$ cat config.mk
export PLATFORM = sky130hd
export DESIGN_NAME = bram_line_writer_flat
export DESIGN_NICKNAME = d
export VERILOG_FILES = /design/src/rtl/bram_line_writer_pkg.sv /design/src/rtl/bram_line_writer_if.sv /design/src/rtl/bram_line_writer_line_packer_lanes.sv /design/src/rtl/bram_line_writer.sv /design/src/flat_wrapper.sv
export SDC_FILE = /design/constraint.sdc
export NUM_CORES = 1
export LEC_CHECK = 0
export BUFFER_PORTS_ARGS = -buffer_cell sky130_fd_sc_hd__buf_2
export CAP_MARGIN = 20
export CORE_MARGIN = 3
export CORE_UTILIZATION = 23
export CTS_BUF_LIST = sky130_fd_sc_hd__clkbuf_16
export DETAILED_ROUTE_END_ITERATION = 6
export PLACE_DENSITY = 0.49
export SETUP_SLACK_MARGIN = 0.05
export SLEW_MARGIN = 20
export SYNTH_ARGS = -nofsm -noshare
export SYNTH_HDL_FRONTEND = slang
export SYNTH_SLANG_ARGS = --single-unit
$ cat constraint.sdc
create_clock -name clock -period 7.6 [get_ports clock]
set_clock_uncertainty 0.2 [all_clocks]
set_input_delay 0.38 -clock clock [delete_from_list [all_inputs] [get_ports clock]]
set_output_delay 0.38 -clock clock [all_outputs]
set_load 0.02 [all_outputs]
$ cat src/rtl/bram_line_writer_pkg.sv
// Shared widths and FSM encodings for the port-A line fill engine.
// The lane buffer packs DATA_W-bit words into one LINE_W-bit memory line.
package bram_line_writer_pkg;

  localparam int DATA_W     = 16;
  localparam int LANES      = 8;
  localparam int ADDR_W     = 10;
  localparam int LINE_W     = DATA_W * LANES;
  localparam int LANE_IDX_W = $clog2(LANES);

  typedef logic [1:0]          state_t;
  typedef logic [ADDR_W-1:0]   addr_t;
  typedef logic [ADDR_W:0]     count_t;
  typedef logic [DATA_W-1:0]   word_t;
  typedef logic [LINE_W-1:0]   line_t;

  localparam state_t ST_IDLE  = 2'd0;
  localparam state_t ST_FILL  = 2'd1;
  localparam state_t ST_WRITE = 2'd2;
  localparam state_t ST_DONE  = 2'd3;

  localparam count_t COUNT_ONE = count_t'(1);
  localparam addr_t  ADDR_ONE  = addr_t'(1);

endpackage

$ cat src/rtl/bram_line_writer_if.sv
// Word stream in, memory port A out. The engine sits on the slave side;
// the word producer / memory model sits on the master side.
interface bram_line_writer_if;
  import bram_line_writer_pkg::*;

  logic   in_valid;
  word_t  in_data;
  logic   in_last;
  logic   in_ready;
  logic   ena;
  logic   wea;
  addr_t  addra;
  line_t  dina;

  modport master (
    output in_valid, in_data, in_last,
    input  in_ready, ena, wea, addra, dina
  );

  modport slave (
    input  in_valid, in_data, in_last,
    output in_ready, ena, wea, addra, dina
  );

endinterface

$ cat src/rtl/bram_line_writer_line_packer_lanes.sv
// Lane buffer for one memory line: words land in successive lanes, lane 0 lowest.
// line_d is the buffer as it will be after this cycle, so the line can be registered on the final load.
module bram_line_writer_line_packer_lanes
  import bram_line_writer_pkg::*;
(
  input  logic   clock,
  input  logic   reset,
  input  logic   load,
  input  logic   clear,
  input  word_t  din,
  input  logic   din_last,
  output logic   full,
  output logic   last,
  output line_t  line_d
);

  logic [LANES-1:0][DATA_W-1:0] lane_q, lane_d;
  logic [LANE_IDX_W-1:0]        idx_q, idx_d;
  logic                         last_q, last_d;

  always_comb begin
    lane_d = lane_q;
    idx_d  = idx_q;
    last_d = last_q;
    if (clear) begin
      lane_d = '0;
      idx_d  = '0;
      last_d = 1'b0;
    end else if (load) begin
      lane_d[idx_q] = din;
      idx_d         = idx_q + LANE_IDX_W'(1);
      last_d        = last_q | din_last;
    end
  end

  always_ff @(posedge clock) begin
    if (reset) begin
      lane_q <= '0;
      idx_q  <= '0;
      last_q <= 1'b0;
    end else begin
      lane_q <= lane_d;
      idx_q  <= idx_d;
      last_q <= last_d;
    end
  end

  assign full   = (idx_q == LANE_IDX_W'(LANES - 1));
  assign last   = last_q;
  assign line_d = lane_d;

endmodule

$ cat src/rtl/bram_line_writer.sv
// Port-A fill engine: packs the word stream into lines and writes them to
// consecutive addresses from a latched base, then pulses done.
//
// state    | meaning
// ---------+-----------------------------------------------------------
// ST_IDLE  | waiting for start; stream not accepted
// ST_FILL  | accepting words into the lane buffer
// ST_WRITE | one-cycle port-A write of the packed line
// ST_DONE  | one-cycle done pulse, then back to idle
module bram_line_writer
  import bram_line_writer_pkg::*;
(
  input  logic                clock,
  input  logic                reset,
  input  logic                start,
  input  addr_t               base_addr,
  input  count_t              line_count,
  bram_line_writer_if.slave   bus,
  output logic                busy,
  output logic                done,
  output count_t              lines_written
);

  state_t state_q, state_d;
  addr_t  cur_addr_q, cur_addr_d;
  count_t target_q, target_d;
  count_t lines_q, lines_d;
  logic   ena_q, ena_d;
  addr_t  addra_q, addra_d;
  line_t  dina_q, dina_d;

  logic   pk_load;
  logic   pk_clear;
  logic   pk_full;
  logic   pk_last;
  line_t  pk_line_d;
  count_t lines_inc;

  assign pk_load   = (state_q == ST_FILL) && bus.in_valid;
  assign pk_clear  = ((state_q == ST_IDLE) && start) || (state_q == ST_WRITE);
  assign lines_inc = lines_q + COUNT_ONE;

  bram_line_writer_line_packer_lanes u_line_packer_lanes (
    .clock    (clock),
    .reset    (reset),
    .load     (pk_load),
    .clear    (pk_clear),
    .din      (bus.in_data),
    .din_last (bus.in_last),
    .full     (pk_full),
    .last     (pk_last),
    .line_d   (pk_line_d)
  );

  always_comb begin
    state_d    = state_q;
    cur_addr_d = cur_addr_q;
    target_d   = target_q;
    lines_d    = lines_q;
    ena_d      = 1'b0;
    addra_d    = addra_q;
    dina_d     = dina_q;
    case (state_q)
      ST_IDLE: begin
        if (start) begin
          cur_addr_d = base_addr;
          target_d   = line_count;
          lines_d    = '0;
          state_d    = (line_count == '0) ? ST_DONE : ST_FILL;
        end
      end
      ST_FILL: begin
        // Register the port-A beat on the word that completes the line.
        if (pk_load && (pk_full || bus.in_last)) begin
          ena_d   = 1'b1;
          addra_d = cur_addr_q;
          dina_d  = pk_line_d;
          state_d = ST_WRITE;
        end
      end
      ST_WRITE: begin
        cur_addr_d = cur_addr_q + ADDR_ONE;
        lines_d    = lines_inc;
        state_d    = ((lines_inc == target_q) || pk_last) ? ST_DONE : ST_FILL;
      end
      ST_DONE: begin
        state_d = ST_IDLE;
      end
      default: begin
        state_d = ST_IDLE;
      end
    endcase
  end

  always_ff @(posedge clock) begin
    if (reset) begin
      state_q    <= ST_IDLE;
      cur_addr_q <= '0;
      target_q   <= '0;
      lines_q    <= '0;
      ena_q      <= 1'b0;
      addra_q    <= '0;
      dina_q     <= '0;
    end else begin
      state_q    <= state_d;
      cur_addr_q <= cur_addr_d;
      target_q   <= target_d;
      lines_q    <= lines_d;
      ena_q      <= ena_d;
      addra_q    <= addra_d;
      dina_q     <= dina_d;
    end
  end

  assign bus.in_ready  = (state_q == ST_FILL);
  assign bus.ena       = ena_q;
  assign bus.wea       = ena_q;
  assign bus.addra     = addra_q;
  assign bus.dina      = dina_q;
  assign busy          = (state_q == ST_FILL) || (state_q == ST_WRITE);
  assign done          = (state_q == ST_DONE);
  assign lines_written = lines_q;

endmodule

$ cat src/flat_wrapper.sv
// flat-port wrapper written by rule: the top's interface ports become plain ports
module bram_line_writer_flat import bram_line_writer_pkg::*;
  (clock, reset, start, base_addr, line_count, busy, done, lines_written, bus_in_valid, bus_in_data, bus_in_last, bus_in_ready, bus_ena, bus_wea, bus_addra, bus_dina);
  bram_line_writer_if bus_i ();
  input  logic clock;
  input  logic reset;
  input  logic start;
  input  addr_t base_addr;
  input  count_t line_count;
  output logic busy;
  output logic done;
  output count_t lines_written;
  input wire logic [$bits(bus_i.in_valid)-1:0] bus_in_valid;
  input wire logic [$bits(bus_i.in_data)-1:0] bus_in_data;
  input wire logic [$bits(bus_i.in_last)-1:0] bus_in_last;
  output wire logic [$bits(bus_i.in_ready)-1:0] bus_in_ready;
  output wire logic [$bits(bus_i.ena)-1:0] bus_ena;
  output wire logic [$bits(bus_i.wea)-1:0] bus_wea;
  output wire logic [$bits(bus_i.addra)-1:0] bus_addra;
  output wire logic [$bits(bus_i.dina)-1:0] bus_dina;
  assign bus_i.in_valid = bus_in_valid;
  assign bus_i.in_data = bus_in_data;
  assign bus_i.in_last = bus_in_last;
  assign bus_in_ready = bus_i.in_ready;
  assign bus_ena = bus_i.ena;
  assign bus_wea = bus_i.wea;
  assign bus_addra = bus_i.addra;
  assign bus_dina = bus_i.dina;
  bram_line_writer u_core (.clock(clock), .reset(reset), .start(start), .base_addr(base_addr), .line_count(line_count), .bus(bus_i), .busy(busy), .done(done), .lines_written(lines_written));
endmodule
* Yosys cells after proc, flatten, opt, wreduce, memory -nomap -nowiden
Index checks and enable logic that the tools add are counted. W data, S select, Z words.
Word-level totals: flip-flop bits (word level) 305, input bits 42, output and inout port bits 154
Cells by class: $add $sub $neg 3, order comparisons 2, equality and inequality tests 7, multiplexer cells 15, bitwise gates (word level) 2, reduce and logical (&&, ||, !) cells 17
Operator list (count):
- $mux W128 | 2
- $bwmux W128 | 1
- $demux W16 S3 | 1
- $pmux W11 S2 | 1
- $pmux W10 S2 | 1
- $mux W16 | 1
- $add A11 B1 Y11 const B | 1
- $eq A11 B11 Y1 | 1
- $logic_not A11 Y1 | 1
- $mux W11 | 1
- $add A10 B1 Y10 const B | 1
- $mux W10 | 1
- $mux W2 | 4
- $pmux W2 S4 | 1
- $reduce_and A2 Y1 | 4
- $eq A2 B2 Y1 const B | 2
- $logic_and A1 B1 Y1 | 4
- $logic_or A1 B1 Y1 | 4
- $lt A3 B4 Y1 const B | 1
- $reduce_or A2 Y1 | 2
- $add A3 B1 Y3 const B | 1
- $eq A3 B3 Y1 const B | 1
- $ge A3 B1 Y1 const B | 1
- $eq A2 B1 Y1 const B | 1
- 7 further kinds | 7

* Logic depth before layout (Yosys ltp)
depth in word-level cells 7, depth in mapped cells 10

* Hierarchy
From an unflattened synthesis, not the netlist that was laid out.
Unflattened totals: cells, all modules 1680, area, all modules 14781.7 um^2
Modules (own cells, without submodules):
- bram_line_writer_line_packer_lanes | times used 1, cells an instance 810, area each 8087.8 um^2, seq. area each 2642.5 um^2
- bram_line_writer | times used 1, cells an instance 870, area each 6693.9 um^2, seq. area each 3463.3 um^2

* Least setup slack after synthesis
No wires, ideal clock.
path kind flip-flop to flip-flop, start register u_core.state_q[1], end register u_core.dina_q[10] (netlist: u_core.bus.dina[10]), setup time 0.070 ns, arrival 2.306 ns, required time 7.330 ns, path slack 5.023 ns, stages on the path, launching flop included 10, path buffers 2, cells stage by stage dfxtp_1 inv_1 ha_1 nand3b_4 or3_1 buf_6 buf_6 mux2i_1 or3_1 a21oi_1
On the way: longest elaborated chain between the ends 4, elaborated cells between the ends (all ways) 10, those cells by class eq/ne (2); mux (2); reduce/logical (6)
RTL lines:
- start: declaration | RTL line bram_line_writer.sv:24 | state_t state_q, state_d;
- start signal: assignment | RTL line bram_line_writer.sv:105 | state_q <= state_d;
- $eq A2 B1 Y1 *
- named net bus_in_ready | RTL line flat_wrapper.sv:16 | output wire logic [$bits(bus_i.in_ready)-1:0] bus_in_ready;
- $logic_and A1 B1 Y1 | RTL line bram_line_writer.sv:39 | assign pk_load = (state_q == ST_FILL) && bus.in_valid;
- $mux W128 or $logic_and A1 B1 Y1 (tied branches) | RTL line bram_line_writer_line_packer_lanes.sv:29, bram_line_writer.sv:74
- $mux W128 or $reduce_and A2 Y1 (tied branches)
- end signal: assignment | RTL line bram_line_writer.sv:111 | dina_q <= dina_d;
- end: declaration | RTL line bram_line_writer.sv:30 | line_t dina_q, dina_d;
Mark *: on every way through the listed nets, which the timed path passes. The rest lies on a longest branch. A chain may end at the register's enable or synchronous reset.

* Worst setup path after layout
start register u_core.state_q[1], end register u_core.dina_q[70] (netlist: u_core.bus.dina[70])
On the way: longest elaborated chain between the ends 4, elaborated cells between the ends (all ways) 10, those cells by class eq/ne (2); mux (2); reduce/logical (6)
RTL lines:
- $eq A2 B1 Y1 or $logic_not A2 Y1 (tied branches) | RTL line bram_line_writer.sv:39, bram_line_writer.sv:63, bram_line_writer.sv:40
- $logic_and A1 B1 Y1, on equally long branches | RTL line bram_line_writer.sv:39, bram_line_writer.sv:40
- $mux W128 (tied with other cells) | RTL line bram_line_writer_line_packer_lanes.sv:29 | end else if (load) begin
- $mux W128 or $reduce_and A2 Y1 (tied branches)
Several ways; a longest one is shown, not always the timed one.

==> reports/results.tsv <==
metric	value	unit
GR peak layer	met2	
Worst EP required	7760	ps
Synth warnings	0	
DR pass1 iterations	5	
largest net degree at the start of global routing	261	
Yosys cell types	55	
detailed router's first-iteration violation count	643	
Post-synth EDFFs	0	
status	completed	
GPL Wtd Cong	0.787	
Tot Pwr	4090	uW
multi-input logic area	0.00553	mm^2
Worst Tran Pin Value	1140	ps
Sink Count	305	
CP Launch Type	flop	
Area Growth Syn to Fin	21.1	%
synth top area cells	dfxtp_1 50%, mux2i_1 11%, a21oi_1 6.7%, or3_1 6.6%, nand2_1 5.8%	
total gr overflow	0	
Finished Cell Area	0.0149	mm^2
Crit Reg-Reg Endpoint	u_core.bus.dina[70]	
Max Slew Vio Count	0	
grt met3 use	0.0271	
cell count after synthesis	1363	
global-route wire length before repair	58.3	mm
RSZ-0062 raised after global routing	false	
CP Capture Type	flop	
Cell Area, Synth	0.0123	mm^2
Cell Area, Placed	0.0136	mm^2
Slew HR	0.238	
cts repair resizes	0	
fin crit share	0.426	
die width	237	um
Maximum Capacitance Violations	0	
Routed Antenna Nets	0	
fmax	309	MHz
CTS clock-pin slew for the worst setup and hold paths	60	ps
share of cells above drive strength 1	0.178	
crit path from	u_core.state_q[1]	
setup repair bufs after CTS	0	
initial antenna violation count	2	
P per Cell Area	274	mW/mm^2
CTS tree	done	
diode count	0	
setup tns final	0	ps
Avg WL per Cell	17.5	um
area leader, netlist	dfxtp_1	
nets	1536	
IO Pins	196	
worst-path cell chain	inv_1 -> ha_1 -> nand2_2 -> or2_4 -> buf_4 -> or3_1 -> a21oi_1	
fin cells	2203	
CP max stage delay	800	ps
synthesized flop and latch total	305	
GR Layer Usage met2	0.223	
post-synthesis sequential area ratio	0.495	
Hold-fix buffers, CTS	18	
leading cell type in the layout, fill and taps excluded	dfxtp_1	
met1 usage	0.174	
WS Path Type	reg -> reg	
R2R setup slack	4360	ps
most frequent cells in the layout	305 x dfxtp_1, 194 x buf_2, 192 x nand2_1	
highest-delay cell along the critical path	buf_4	
number of H-tree levels	2	
num rows	84	
Mapped Avg Cell Area	9.04	um^2
Yosys top cell area share	0.495	
Tot GR Track Use	0.134	
Peak VDD IR	0.000302	V
cell leakage power	0.00564	uW
Final Setup Violations	0	
min cycle time layout	3240	ps
clock buffer count from CTS	37	
CP endpoint	u_core.bus.dina[70]	
via count of the routed design	10000	
placed cell count	2117	
FFs w/ async S/R, synth	0	
Root Driver	clkbuf_16	
DRC violations left	0	
R2R cell count	7	
Synth Flop Type	dfxtp_1	
CP max FO	104	
post-DP HPWL	23.4	mm
Initial Utilization	0.234	
Hold Violations, Final	0	
vias in the first global route	9366	
CTS Buffer Depth	3	
I/O Buffers	195	
drt via density	4.55	
Finished Core Util	0.283	
R2R Path Start	u_core.state_q[1]	
routed wire length	38.7	mm
clk_lat worst skew	540	ps
Net Count, Synth	1413	
hold crit path type	in -> reg	
CORE AREA	0.0528	mm^2
Die Area	0.0564	mm^2
CP Data Arrival Time	3400	ps
fill count	5645	
Die Y	237	um
Seq. cell area	0.00611	mm^2
-- flip-flops by register name (all words and copies together), names as in the netlist --
signal and flops:
u_core.u_line_packer_lanes.lane_q 128, u_core.bus.dina 128, u_core.bus.ena 1, u_core.bus.addra 10, u_core.lines_written 11, u_core.cur_addr_q 10, u_core.state_q 2, u_core.u_line_packer_lanes.last 1
u_core.target_q 11, u_core.u_line_packer_lanes.idx_q 3
-- kinds of logic after synthesis --
family / after synthesis / synth area share
and+or+nand+nor: 543 / 0.225
DFF: 305 / 0.495
AOI/OAI and AO/OA: 215 / 0.0945
buffers and inverters: 143 / 0.0572
muxes: 135 / 0.110
xor gates and xnor gates: 14 / 0.00995
adders and majority gates: 8 / 0.00812
-- metal layers --
metal / vias to the layer above / wire length, um
met2: 213 / 18500
met4: 2 / 957
met3: 59 / 1890
li1: 4983 / -
met1: 4777 / 17300
met5: - / 9
-- synthesized netlist by cell type, types with 3 or more instances --
| library cell | count |
|---|---|
| a22oi_1 | 6 |
| dfxtp_1 | 305 |
| nand3_1 | 9 |
| nor4_1 | 3 |
| nor2_1 | 33 |
| ha_1 | 8 |
| nor2b_1 | 4 |
| buf_1 | 3 |
| mux2i_1 | 132 |
| a21oi_1 | 166 |
| nand2_1 | 192 |
| or4_1 | 3 |
| buf_6 | 19 |
| o22ai_1 | 4 |
| xnor2_1 | 12 |
| nand4_1 | 4 |
| mux2_2 | 3 |
| a31oi_1 | 3 |
| nand2b_1 | 6 |
| o21ai_0 | 15 |
| nor2_8 | 6 |
| nor3_1 | 139 |
| clkbuf_1 | 97 |
| or3_1 | 130 |
| inv_1 | 8 |
| buf_2 | 13 |
| a211oi_1 | 5 |
-- where the power goes --
part | internal (uW) | leakage (uW) | total, uW | switching (uW)
combinational | 156 | 0.00258 | 679 | 524
clock | 1000 | 0.000601 | 1720 | 722
sequential | 1650 | 0.00246 | 1690 | 45.9
total | 2800 | 0.00564 | 4090 | 1290
-- worst max-delay path: cells and delay by family (launching register included) --
family,cells,cell delay (ps)
buf+inv,2,880
compound gates,1,60
fa+ha+maj,1,320
flops,1,380
simple gates,3,1070
-- how the worst min path moves through the flow --
stage	slack, ps	depth (start not counted)	startpoint	end
final	30	3	base_addr[6]	u_core.cur_addr_q[6]
after global routing	70	3	base_addr[6]	u_core.cur_addr_q[6]
after CTS	3	3	base_addr[6]	u_core.cur_addr_q[6]
after detailed placement	240	2	u_core.bus.dina[97]	u_core.bus.dina[97]
after global placement	240	2	u_core.bus.dina[12]	u_core.bus.dina[12]
after floorplan	240	2	u_core.cur_addr_q[6]	u_core.bus.addra[6]
-- per-stage QoR --
step	hold WS [ps]	worst slack, ps
6_report	31.6	4360
4_1_cts	3.42	4340
5_1_grt	66.1	4070
3_5_place_dp	243	4370
2_1_floorplan	244	5020
3_3_place_gp	241	4440
-- final cells by class --
cell class                 instances  share of cell area
multi-input combinational        915               0.370
inverter                           8             0.00201
tap                              688              0.0577
clock inverter                    29              0.0132
sequential                       305               0.409
timing repair buffer             219              0.0828
clock buffer                      39              0.0654
Note: power is estimated with default switching activity, not from simulation.
